### src/rtl/ram_pkg.sv
// Shared types and defaults for the parametrised sweep-fill word RAM.
package ram_pkg;

  typedef enum logic [0:0] {
    IDLE  = 1'b0,
    SWEEP = 1'b1
  } sweep_state_t;

  localparam int DEF_WIDTH = 8;
  localparam int DEF_DEPTH = 4;

endpackage

### src/rtl/ram_nxw_sweep_if.sv
// Access and sweep-control bundle between the loader/datapath and the RAM.
interface ram_nxw_sweep_if #(
  parameter int WIDTH = ram_pkg::DEF_WIDTH,
  parameter int DEPTH = ram_pkg::DEF_DEPTH
) ();
  localparam int ADDR_W = $clog2(DEPTH);

  logic              en;
  logic              r_w;
  logic [ADDR_W-1:0] addr;
  logic [WIDTH-1:0]  in;
  logic              init;
  logic [WIDTH-1:0]  fill;
  logic [WIDTH-1:0]  out;
  logic              out_valid;
  logic              busy;
  logic              done;

  modport master (
    output en, r_w, addr, in, init, fill,
    input  out, out_valid, busy, done
  );

  modport slave (
    input  en, r_w, addr, in, init, fill,
    output out, out_valid, busy, done
  );
endinterface

### src/rtl/ram_sweep_ctrl.sv
// Fill-sweep engine: captures the pattern on init and walks every word once,
// raising busy for the whole walk and pulsing done after the last write.
module ram_sweep_ctrl import ram_pkg::*; #(
  parameter  int WIDTH  = DEF_WIDTH,
  parameter  int DEPTH  = DEF_DEPTH,
  localparam int ADDR_W = $clog2(DEPTH)
) (
  input  logic              clk,
  input  logic              clear_n,
  input  logic              init,
  input  logic [WIDTH-1:0]  fill,
  output logic              acc_ok,
  output logic              sweep_we,
  output logic [ADDR_W-1:0] sweep_addr,
  output logic [WIDTH-1:0]  sweep_data,
  output logic              busy,
  output logic              done
);

  localparam logic [ADDR_W-1:0] LAST_ADDR = ADDR_W'(DEPTH - 1);

  sweep_state_t      state_r, state_s;
  logic [ADDR_W-1:0] cnt_r, cnt_s;
  logic [WIDTH-1:0]  fill_r, fill_s;
  logic              busy_r, busy_s;
  logic              done_r, done_s;

  // State, counter, captured pattern and status flags.
  always_ff @(posedge clk or negedge clear_n) begin
    if (!clear_n) begin
      state_r <= IDLE;
      cnt_r   <= {ADDR_W{1'b0}};
      fill_r  <= {WIDTH{1'b0}};
      busy_r  <= 1'b0;
      done_r  <= 1'b0;
    end else begin
      state_r <= state_s;
      cnt_r   <= cnt_s;
      fill_r  <= fill_s;
      busy_r  <= busy_s;
      done_r  <= done_s;
    end
  end

  // Next-state logic; done is a single-cycle pulse so it defaults low.
  always_comb begin
    state_s = state_r;
    cnt_s   = cnt_r;
    fill_s  = fill_r;
    busy_s  = busy_r;
    done_s  = 1'b0;
    case (state_r)
      IDLE: begin
        if (init) begin
          state_s = SWEEP;
          cnt_s   = {ADDR_W{1'b0}};
          fill_s  = fill;
          busy_s  = 1'b1;
        end else begin
          busy_s  = 1'b0;
        end
      end
      SWEEP: begin
        if (cnt_r == LAST_ADDR) begin
          state_s = IDLE;
          cnt_s   = {ADDR_W{1'b0}};
          busy_s  = 1'b0;
          done_s  = 1'b1;
        end else begin
          cnt_s   = cnt_r + ADDR_W'(1);
          busy_s  = 1'b1;
        end
      end
      default: begin
        state_s = IDLE;
        cnt_s   = {ADDR_W{1'b0}};
        busy_s  = 1'b0;
      end
    endcase
  end

  // An init in IDLE wins over any access in the same cycle.
  assign acc_ok     = (state_r == IDLE) && !init;
  assign sweep_we   = (state_r == SWEEP);
  assign sweep_addr = cnt_r;
  assign sweep_data = fill_r;
  assign busy       = busy_r;
  assign done       = done_r;

endmodule

### src/rtl/ram_nxw_sweep.sv
// DEPTH x WIDTH single-port RAM with registered read, read-valid strobe,
// asynchronous array clear and a built-in fill sweep.
module ram_nxw_sweep import ram_pkg::*; #(
  parameter int WIDTH = DEF_WIDTH,
  parameter int DEPTH = DEF_DEPTH
) (
  input logic           clk,
  input logic           clear_n,
  ram_nxw_sweep_if.slave bus
);

  localparam int                ADDR_W  = $clog2(DEPTH);
  localparam logic [ADDR_W:0]   DEPTH_L = (ADDR_W + 1)'(DEPTH);

  logic [WIDTH-1:0]  mem_r [DEPTH];
  logic [WIDTH-1:0]  out_r;
  logic              out_valid_r;
  logic              acc_ok_s;
  logic              sweep_we_s;
  logic [ADDR_W-1:0] sweep_addr_s;
  logic [WIDTH-1:0]  sweep_data_s;
  logic              in_range_s;
  logic              wr_s;
  logic              rd_s;
  logic [WIDTH-1:0]  rd_data_s;

  ram_sweep_ctrl #(
    .WIDTH (WIDTH),
    .DEPTH (DEPTH)
  ) u_ctrl (
    .clk        (clk),
    .clear_n    (clear_n),
    .init       (bus.init),
    .fill       (bus.fill),
    .acc_ok     (acc_ok_s),
    .sweep_we   (sweep_we_s),
    .sweep_addr (sweep_addr_s),
    .sweep_data (sweep_data_s),
    .busy       (bus.busy),
    .done       (bus.done)
  );

  // Addresses past DEPTH only exist when DEPTH is not a power of two.
  assign in_range_s = ({1'b0, bus.addr} < DEPTH_L);
  assign wr_s       = acc_ok_s && bus.en && bus.r_w && in_range_s;
  assign rd_s       = acc_ok_s && bus.en && !bus.r_w;
  assign rd_data_s  = in_range_s ? mem_r[bus.addr] : {WIDTH{1'b0}};

  // Word array: cleared by reset, written by the sweep or a CPU write.
  always_ff @(posedge clk or negedge clear_n) begin
    if (!clear_n) begin
      for (int i = 0; i < DEPTH; i++) begin
        mem_r[i] <= {WIDTH{1'b0}};
      end
    end else begin
      for (int i = 0; i < DEPTH; i++) begin
        if (sweep_we_s && (sweep_addr_s == ADDR_W'(i))) begin
          mem_r[i] <= sweep_data_s;
        end else if (wr_s && (bus.addr == ADDR_W'(i))) begin
          mem_r[i] <= bus.in;
        end
      end
    end
  end

  // Read register; out holds its value when no read is accepted.
  always_ff @(posedge clk or negedge clear_n) begin
    if (!clear_n) begin
      out_r       <= {WIDTH{1'b0}};
      out_valid_r <= 1'b0;
    end else if (rd_s) begin
      out_r       <= rd_data_s;
      out_valid_r <= 1'b1;
    end else begin
      out_valid_r <= 1'b0;
    end
  end

  assign bus.out       = out_r;
  assign bus.out_valid = out_valid_r;

endmodule
### src/flat_wrapper.sv
// flat-port wrapper written by rule: the top's interface ports become plain ports
module ram_nxw_sweep_flat import ram_pkg::*;
#(
  parameter int WIDTH = DEF_WIDTH,
  parameter int DEPTH = DEF_DEPTH
)
  (clk, clear_n, bus_en, bus_r_w, bus_addr, bus_in, bus_init, bus_fill, bus_out, bus_out_valid, bus_busy, bus_done);
  ram_nxw_sweep_if #(.WIDTH(WIDTH), .DEPTH(DEPTH)) bus_i ();
  input logic clk;
  input logic clear_n;
  input wire logic [$bits(bus_i.en)-1:0] bus_en;
  input wire logic [$bits(bus_i.r_w)-1:0] bus_r_w;
  input wire logic [$bits(bus_i.addr)-1:0] bus_addr;
  input wire logic [$bits(bus_i.in)-1:0] bus_in;
  input wire logic [$bits(bus_i.init)-1:0] bus_init;
  input wire logic [$bits(bus_i.fill)-1:0] bus_fill;
  output wire logic [$bits(bus_i.out)-1:0] bus_out;
  output wire logic [$bits(bus_i.out_valid)-1:0] bus_out_valid;
  output wire logic [$bits(bus_i.busy)-1:0] bus_busy;
  output wire logic [$bits(bus_i.done)-1:0] bus_done;
  assign bus_i.en = bus_en;
  assign bus_i.r_w = bus_r_w;
  assign bus_i.addr = bus_addr;
  assign bus_i.in = bus_in;
  assign bus_i.init = bus_init;
  assign bus_i.fill = bus_fill;
  assign bus_out = bus_i.out;
  assign bus_out_valid = bus_i.out_valid;
  assign bus_busy = bus_i.busy;
  assign bus_done = bus_i.done;
  ram_nxw_sweep #(.WIDTH(WIDTH), .DEPTH(DEPTH)) u_core (.clk(clk), .clear_n(clear_n), .bus(bus_i));
endmodule
### config.mk
export PLATFORM = sky130hd
export DESIGN_NAME = ram_nxw_sweep_flat
export DESIGN_NICKNAME = d
export VERILOG_FILES = /design/src/rtl/ram_pkg.sv /design/src/rtl/ram_nxw_sweep_if.sv /design/src/rtl/ram_sweep_ctrl.sv /design/src/rtl/ram_nxw_sweep.sv /design/src/flat_wrapper.sv
export SDC_FILE = /design/constraint.sdc
export NUM_CORES = 1
export LEC_CHECK = 0
export CAP_MARGIN = 20
export CORE_AREA = 2 2 88 111
export DETAILED_ROUTE_END_ITERATION = 10
export DIE_AREA = 0 0 90 113
export GPL_TIMING_DRIVEN = 0
export SETUP_SLACK_MARGIN = 0.1
export SYNTH_ARGS = -nofsm -noshare
export SYNTH_HDL_FRONTEND = slang
export SYNTH_SLANG_ARGS = --single-unit
### constraint.sdc
create_clock -name clk -period 3.75 [get_ports clk]
set_input_delay 0.375 -clock clk [delete_from_list [all_inputs] [get_ports clk]]
set_output_delay 0.375 -clock clk [all_outputs]
set_load 0.01 [all_outputs]
Yosys cells after proc, flatten, opt, wreduce, memory -nomap -nowiden --
Cells that the tools add are included.
Word-level totals: logic and storage cells 62, memory bits (read-only) 0, register bits after elaboration 53, input bits 23, memories kept 0, RAM bits 0, bits in latches 0, output and inout port bits 11
Cells by class: reductions and logical operators 21, mux-type cells 20, equality and inequality tests 7, bitwise gates (word level) 2, div/mod/pow operators 0, multipliers 0, add/sub/neg operators 1, order comparisons 1, shifts and indexed selects 0
Operators by type and width (number):
- $mux 8 | 10
- $bmux 8 s2 | 1
- $logic_and 1x1->1 | 12
- $eq 2x2->1 const B | 4
- $reduce_bool 2->1 | 4
- $mux 1 | 5
- $eq 2x1->1 const B | 2
- $logic_not 2->1 | 2
- $mux 2 | 2
- $pmux 2 s2 | 1
- $ge 3x3->1 const B | 1
- $not 2->3 | 1
- $add 2x1->2 const B | 1
- $logic_not 1->1 | 2
- $ne 2x2->1 const B | 1
- $pmux 1 s2 | 1
- $reduce_and 2->1 | 1
- $not 1->1 | 1

Depth between registers and ports, before layout --
depth in word-level cells 7, mapped depth 6, mapped depth without buffers 5

Modules after synthesis --
From an unflattened synthesis, not the netlist that was laid out.
Unflattened totals: cells, all modules 252, area total of the unflattened synthesis 2662.6 µm²
By module, submodules not included:
- ram_nxw_sweep | instances 1, seq. area each 1026.0 µm², area each 2167.1 µm², cells an instance 222
- ram_sweep_ctrl | instances 1, seq. area each 300.3 µm², area each 495.5 µm², cells an instance 30

Worst setup path before layout --
OpenSTA, ideal clock, no wires.
kind register to register, start register u_core.u_ctrl.busy (netlist name), end register u_core.out_r[0] (netlist: u_core.bus.out[0]), arrival time 1.337 ns, cell stages (with the launch flop) 3, path buffers 0, library setup time 0.125 ns, period minus slack after synthesis 1.461 ns, path slack 2.289 ns, required time 3.625 ns, cells stage by stage dfrtp_1 nor4b_4 mux2_2
RTL lines:
- to (signal assigned) | RTL line ram_nxw_sweep.sv:69 | out_r <= {WIDTH{1'b0}};
- to (signal assigned) | RTL line ram_nxw_sweep.sv:72 | out_r <= rd_data_s;
- to (decl) | RTL line ram_nxw_sweep.sv:16 | logic [WIDTH-1:0] out_r;

Final worst setup path --
start input port bus_addr[1], end register u_core.mem_r[8] (netlist bit)
On the way: longest elaborated chain between the ends 3
Ends and longest elaborated chain:
- from (decl) | RTL line flat_wrapper.sv:13 | input wire logic [$bits(bus_i.addr)-1:0] bus_addr;
- $eq 2x2->1 | RTL line ram_nxw_sweep.sv:59 | end else if (wr_s && (bus.addr == ADDR_W'(i))) begin
- $logic_and 1x1->1 | RTL line ram_nxw_sweep.sv:59
- $reduce_bool 2->1 (no source line)
- to (signal, indexed assignment) | RTL line ram_nxw_sweep.sv:53 | mem_r[i] <= {WIDTH{1'b0}};
- to (signal, indexed assignment) | RTL line ram_nxw_sweep.sv:58 | mem_r[i] <= sweep_data_s;
- to (signal, indexed assignment) | RTL line ram_nxw_sweep.sv:60 | mem_r[i] <= bus.in;
- to (decl) | RTL line ram_nxw_sweep.sv:15 | logic [WIDTH-1:0] mem_r [DEPTH];
Every way passes these cells. A chain may end at the register's enable or synchronous reset.

==> reports/results.tsv <==
metric	value	unit
status	finished clean	
Worst Tran Pin Value	708	ps
Tmin final	2010	ps
maximum clock frequency	0.496	GHz
fill count	961	
antenna violations before repair	0	
post-synthesis cell type count	28	
placed cell area	3170	sq um
setup slack after layout	1740	ps
# hold bufs at CTS	0	
Rel. slew slack	0.526	
Post-Syn Area	2670	sq um
CP max FO	10	
area delta synth->final	25.2	%
Routed WL	7590	um
Placement Setup Slack	1480	ps
Data arrival, critical path	2160	ps
ant diodes	0	
cts repair resizes	0	
GR Util met1	0.204	
die area	10200	sq um
CTS tree	yes	
endpoint type of the worst setup path	flop	
Final Wtd Congestion	0.895	
Avg Inst Size Synth	10.6	sq um
chip height	113	um
cell chain of the critical path	clkdlybuf4s50_1 -> buf_6 -> nand4b_1 -> clkbuf_1 -> o21ai_0 -> a31oi_1	
input/output buffers	33	
max incr delay on CP	510	ps
leakage power	1.27	nW
dpl hpwl	5220	um
Most Used Layer, Global Route	met2	
Critical Path Stages	6	
Syn Inst Count	252	
largest net degree at the start of global routing	32	
RSZ-0062 raised after global routing	no	
#FFs+latches synth	53	
Ys Warns	0	
first-pass GRT wire length	12400	um
Core Area	9080	sq um
Hold Vio Cnt, Final	0	
grt ovf	0	
Root Driver	clkbuf_16	
DRC	0	
R2R cell count	6	
skew final	2.00	ps
clock-pin transition on the worst setup and hold timing paths	70	ps
CP top delay family	buffers and inverters	
critical path type	input port to flop	
Buf/Inv on CP	3	
met2 GRT Util	0.255	
fin util	0.368	
Placed Instances	409	
H-tree Lvls	2	
number of global-route vias before repair	2276	
crit share post-route	0.537	
vias per inst	5.24	
HP Class	input port to asynchronous set/reset pin	
CTS buffer count	5	
Clk Latency, worst-skew pair	290	ps
worst path required time	3890	ps
FF-to-FF setup slack	1970	ps
initial core utilization	0.294	
All-Layer GR Usage	0.154	
num ports	34	
Max VDD drop	0.000274	V
CP Launch Type	input port	
WL/cell	18.2	um
Final setup viols	0	
pwr dens	756	nW/um^2
Critical R2R Capture	u_core.mem_r[31]	
DIE WIDTH	90	um
CP endpoint	u_core.mem_r[8]	
crit path max-delay cell type	clkdlybuf4s50_1	
total of max-cap violations	0	
TNS Setup	0	ps
TritonCTS Sinks	53	
Syn Nets	279	
nets@finish	320	
Pins Over Slew Limit	0	
CTS max path bufs	2	
r2r startpoint	u_core.u_ctrl.sweep_addr[0]	
final non-filler cell total	417	
initial DRC count	227	
first-pass detailed-route iteration total	7	
post-route ant nets	0	
postcts setup bufs	0	
Rows	39	
layout cells sized above 1	0.153	
met3 global-route usage	0.0306	
post-route design area	3340	sq um
Vias	2184	
Crit. Startpoint	bus_addr[1]	
Seq/Total Area, Yosys	0.496	
-- layout make-up --
type	count	area, sq um	share of cell area
clock buffer	7	143	0.0427
multi-input combinational	176	1220	0.364
timing repair buffer	34	345	0.103
sequential	53	1330	0.397
clock inverter	1	30.0	0.00898
inverter	3	11.3	0.00337
tap	123	154	0.0460
buffer	20	118	0.0352
-- worst min-delay path by stage --
stage / start / end / slack, ps
2_1_floorplan: clear_n / u_core.bus.out[0] / 80
3_3_place_gp: u_core.bus.out[2] / u_core.bus.out[2] / 500
3_5_place_dp: clear_n / u_core.u_ctrl.busy / 400
4_1_cts: clear_n / u_core.u_ctrl.busy / 90
5_1_grt: clear_n / u_core.bus.out[2] / 110
6_report: clear_n / u_core.u_ctrl.busy / 70
-- power breakdown --
part,leakage (nW),internal (W),total (W),switching (W)
clock network,0.0841,0.000334,0.000536,0.000203
registers,0.603,0.000856,0.00105,0.000193
logic,0.588,0.000456,0.000942,0.000486
-- cell usage in the layout, fill, tap and decap left out, drive strengths merged, types with 2 or more instances in the layout --
cell	instances
dfrtp	53
o21ai	33
nor2	33
nand3	32
a31oi	32
clkdlybuf4s50	32
clkbuf	17
mux2	16
buf	12
mux4	8
nand2	5
ha	4
inv	3
nand2b	3
nor2b	2
-- flip-flops by register name, indices dropped and copies added (netlist names) --
name	count
u_core.u_ctrl.sweep_data	8
u_core.u_ctrl.busy	1
u_core.bus.out_valid	1
u_core.u_ctrl.sweep_addr	2
u_core.u_ctrl.done	1
u_core.bus.out	8
u_core.mem_r	32
-- stage by stage --
step,total power [W],hold slack [ps]
finish,0.00253,69.7
global route,0.00271,115
CTS,0.00254,89.5
detailed placement,0.00200,399
global placement,0.00197,496
floorplan,0.00161,79.4
-- per-layer routing --
metal | part of all wire | up-vias
met5 | 0 | -
met3 | 0.056 | 11
met4 | 0.018 | 0
met2 | 0.49 | 81
li1 | - | 1008
met1 | 0.43 | 1084
-- Yosys cell counts --
master | n | area (sq um)
nand4bb_1 | 1 | 11.3
mux4_1 | 4 | 105
o21ai_0 | 32 | 160
clkbuf_1 | 7 | 26.3
nor4bb_1 | 1 | 10.0
inv_1 | 3 | 11.3
nor2_1 | 32 | 120
buf_6 | 3 | 33.8
and4b_1 | 1 | 10.0
o21ai_1 | 1 | 5.00
nor4b_4 | 1 | 23.8
o31ai_1 | 1 | 7.51
nand2_1 | 5 | 18.8
nor2b_1 | 2 | 12.5
nand2b_1 | 3 | 18.8
or2_2 | 1 | 6.26
mux2_2 | 16 | 180
or3_1 | 1 | 6.26
clkbuf_2 | 3 | 15.0
buf_4 | 3 | 22.5
mux4_2 | 4 | 90.1
buf_2 | 4 | 20.0
nor2_4 | 1 | 11.3
nand4b_1 | 1 | 8.76
dfrtp_1 | 53 | 1330
a31oi_1 | 32 | 200
ha_1 | 4 | 50.1
nand3_1 | 32 | 160
-- logic make-up (layout without fill, tap and decap cells) --
| logic type | after synthesis | count (layout) | share of synthesized area |
|---|---|---|---|
| buf+inv | 23 | 65 | 0.0482 |
| fa+ha+maj | 4 | 4 | 0.0187 |
| simple gates | 82 | 82 | 0.156 |
| flops | 53 | 53 | 0.496 |
| compound gates | 66 | 66 | 0.140 |
| mux | 24 | 24 | 0.141 |
Note: power is estimated with default switching activity, not from simulation.
==> edit 1: new RTL, config.mk and constraints unchanged <==
Set the package constant `DEF_DEPTH` to 8 (it was 4).
--- a/src/rtl/ram_pkg.sv
+++ b/src/rtl/ram_pkg.sv
@@ -9,3 +9,3 @@
   localparam int DEF_WIDTH = 8;
-  localparam int DEF_DEPTH = 4;
+  localparam int DEF_DEPTH = 8;
 
Interface: changed (resized bus_addr); port bits go from 34 to 35. The function was not compared with the original's and may differ.
==> edit 1 against the unedited design <==
Clock skew grew 7.0 ps; global-route usage rose by 20 points; register-to-register slack worse by 300 ps; final area rose by 74%; area after synthesis rose by 86%; wire length grew 130%; sequential cell count increased by 33; setup slack got worse by 87 ps; power rose by 75%; largest power group is now combinational logic.
==> edit 1: results (changes against the unedited design) <==
async set or reset register ratio after synthesis=100% (unchanged); HP Class=input port to async pin; Crit-path slowest cell=clkdlybuf4s50_1; most frequent cells after synthesis=dfrtp_1 (86), nand2_1 (68), nor2_1 (47); root buf cell=clkbuf_16; Distinct cells, synth=39 (+39%); Num CTS Buffers=9 (+4); Iteration-0 DRC Markers=519 (+130%); Max VDD drop=563 µV (+110%); # resized after CTS=0 (unchanged); syn nets=567 (+100%); final RePlAce weighted congestion=0.971 (+8.5%); grt met2 use=57.3% (+32 points); slowest stage delay, CP=590 ps (+80 ps); met3 Use GR=5.79% (+2.7 points); fillers=803 (-16%); first-pass GRT wire length=27000 µm (+120%); DIE AREA=0.0102 mm² (unchanged); clock latency at the later pin of the worst-skew pair=360 ps (+70 ps); Via Count=4787 (+120%); max_slew headroom=48.6% (-4.0 points); met1 Resource Use GR=45.1% (+25 points); GRT Total Usage=35.4% (+20 points); vias in the first global route=4705 (+110%); Final Skew=9.02 ps (+7.01 ps); H-tree depth=3 (+1); switching share of total power=39.6% (+4.7 points); IO Port Bufs=34 (+3.0%); Synth Area in Compound Gates=19.0% (+5.1 points); final net count=613 (+92%); initial antenna violation count=0 (unchanged); Max Buffers Root-to-Sink=2 (unchanged); Most flops, register=u_core.mem_r; Antenna diodes=0 (unchanged); FP Rows=39 (unchanged); Synth Area in Adders=1.76% (-0.12 points); P_leak=2.33 nW (+83%); clock slew seen by the registers of the worst setup and hold paths=60 ps; number of flip-flops in the largest register=64 (+100%); Post-Place Setup Slack=1320 ps (-157 ps); synth top area cells=dfrtp_1 (43%), o31ai_1 (6.2%), nand2_1 (5.1%); mux cell area share after synthesis=8.74% (-5.3 points); register area share after synthesis=43.2% (-6.4 points); worst-path maximum fanout=10 (unchanged); TritonRoute pass-1 iters=6 (-1); Post-Synth XOR/XNOR Area=0% (unchanged); fraction of layout cells with a size suffix above 1=13.5% (-1.8 points); largest net degree at the start of global routing=48 (+50%); outcome=complete, no violations; largest family of logic cells by synthesized area=simple AND/OR/NAND/NOR gates; CP arrival=2330 ps (+170 ps); wire per inst=24.6 µm (+35%); Setup Fix Bufs, Post-CTS=0 (unchanged); Detailed Place HPWL=12600 µm (+140%)
==> edit 1: cell types whose count changed in the layout (fill, tap and decap cells not counted), sizes merged, moves of 9 or more <==
cell and delta:
nand4 +32, buf +34, o31ai +41, o21ai -28
and3b +9, a21oi +11, nand2 +63, dfrtp +33
and3 +11, mux2i +12, nor2 +14, o211ai +27
clkbuf +9
==> edit 1: worst paths after layout <==
path | from | end | slack (ps) | cells past startpoint
max in group asynchronous | clear_n | u_core.u_ctrl.sweep_data[7] | 3110 | 2
worst max register to register | u_core.u_ctrl.sweep_addr[0] | u_core.mem_r[4] | 1670 | 6
worst max-delay path | bus_addr[0] | u_core.mem_r[5] | 1650 | 6
worst min register to register | u_core.bus.out[2] | u_core.bus.out[2] | 480 | 2
worst min-delay path | clear_n | u_core.mem_r[59] | 3 | 1
min in group clk | u_core.bus.out[2] | u_core.bus.out[2] | 480 | 2
==> edit 1: area by class of cell <==
type                       count  area share, %
buffer                        60           4.83
clock buffer                  10           4.12
clock inverter                 6           1.16
inverter                       7          0.452
multi-input combinational    383           43.4
sequential                    86           37.1
tap                          123           2.65
timing repair buffer          35           6.29
==> edit 1: per-stage QoR <==
stage,instances,cell area [µm²]
floorplan,536,4980
global placement,693,5480
detailed placement,694,5500
CTS,710,5810
global route,710,5810
finish,710,5810
==> edit 1: cells by family after synthesis <==
logic type	after synthesis
AOI/OAI and AO/OA	133
muxes	33
DFF	86
and+or+nand+nor	210
buffers and inverters	67
adders and majority gates	7
==> edit 1: power groups by stage <==
stage | Sequential (mW) | Combinational, mW | Clock [mW]
6_report | 1.68 | 1.80 | 0.936
5_1_grt | 1.71 | 1.96 | 0.971
3_5_place_dp | 1.69 | 1.77 | 0
2_1_floorplan | 1.59 | 1.17 | 0
4_1_cts | 1.67 | 1.78 | 0.937
3_3_place_gp | 1.67 | 1.72 | 0
==> edit 1: critical path: cells and delay by family <==
family          cells  cell delay (ps)
buf+inv             3             1300
compound gates      2              360
simple gates        1              300
==> edit 1: layer usage <==
metal  vias to the layer above  routed length [µm]
met1                      2316                6550
met2                       320                8280
met4                         0                 941
li1                       2085                   -
met3                        66                1690
met5                         -                   0
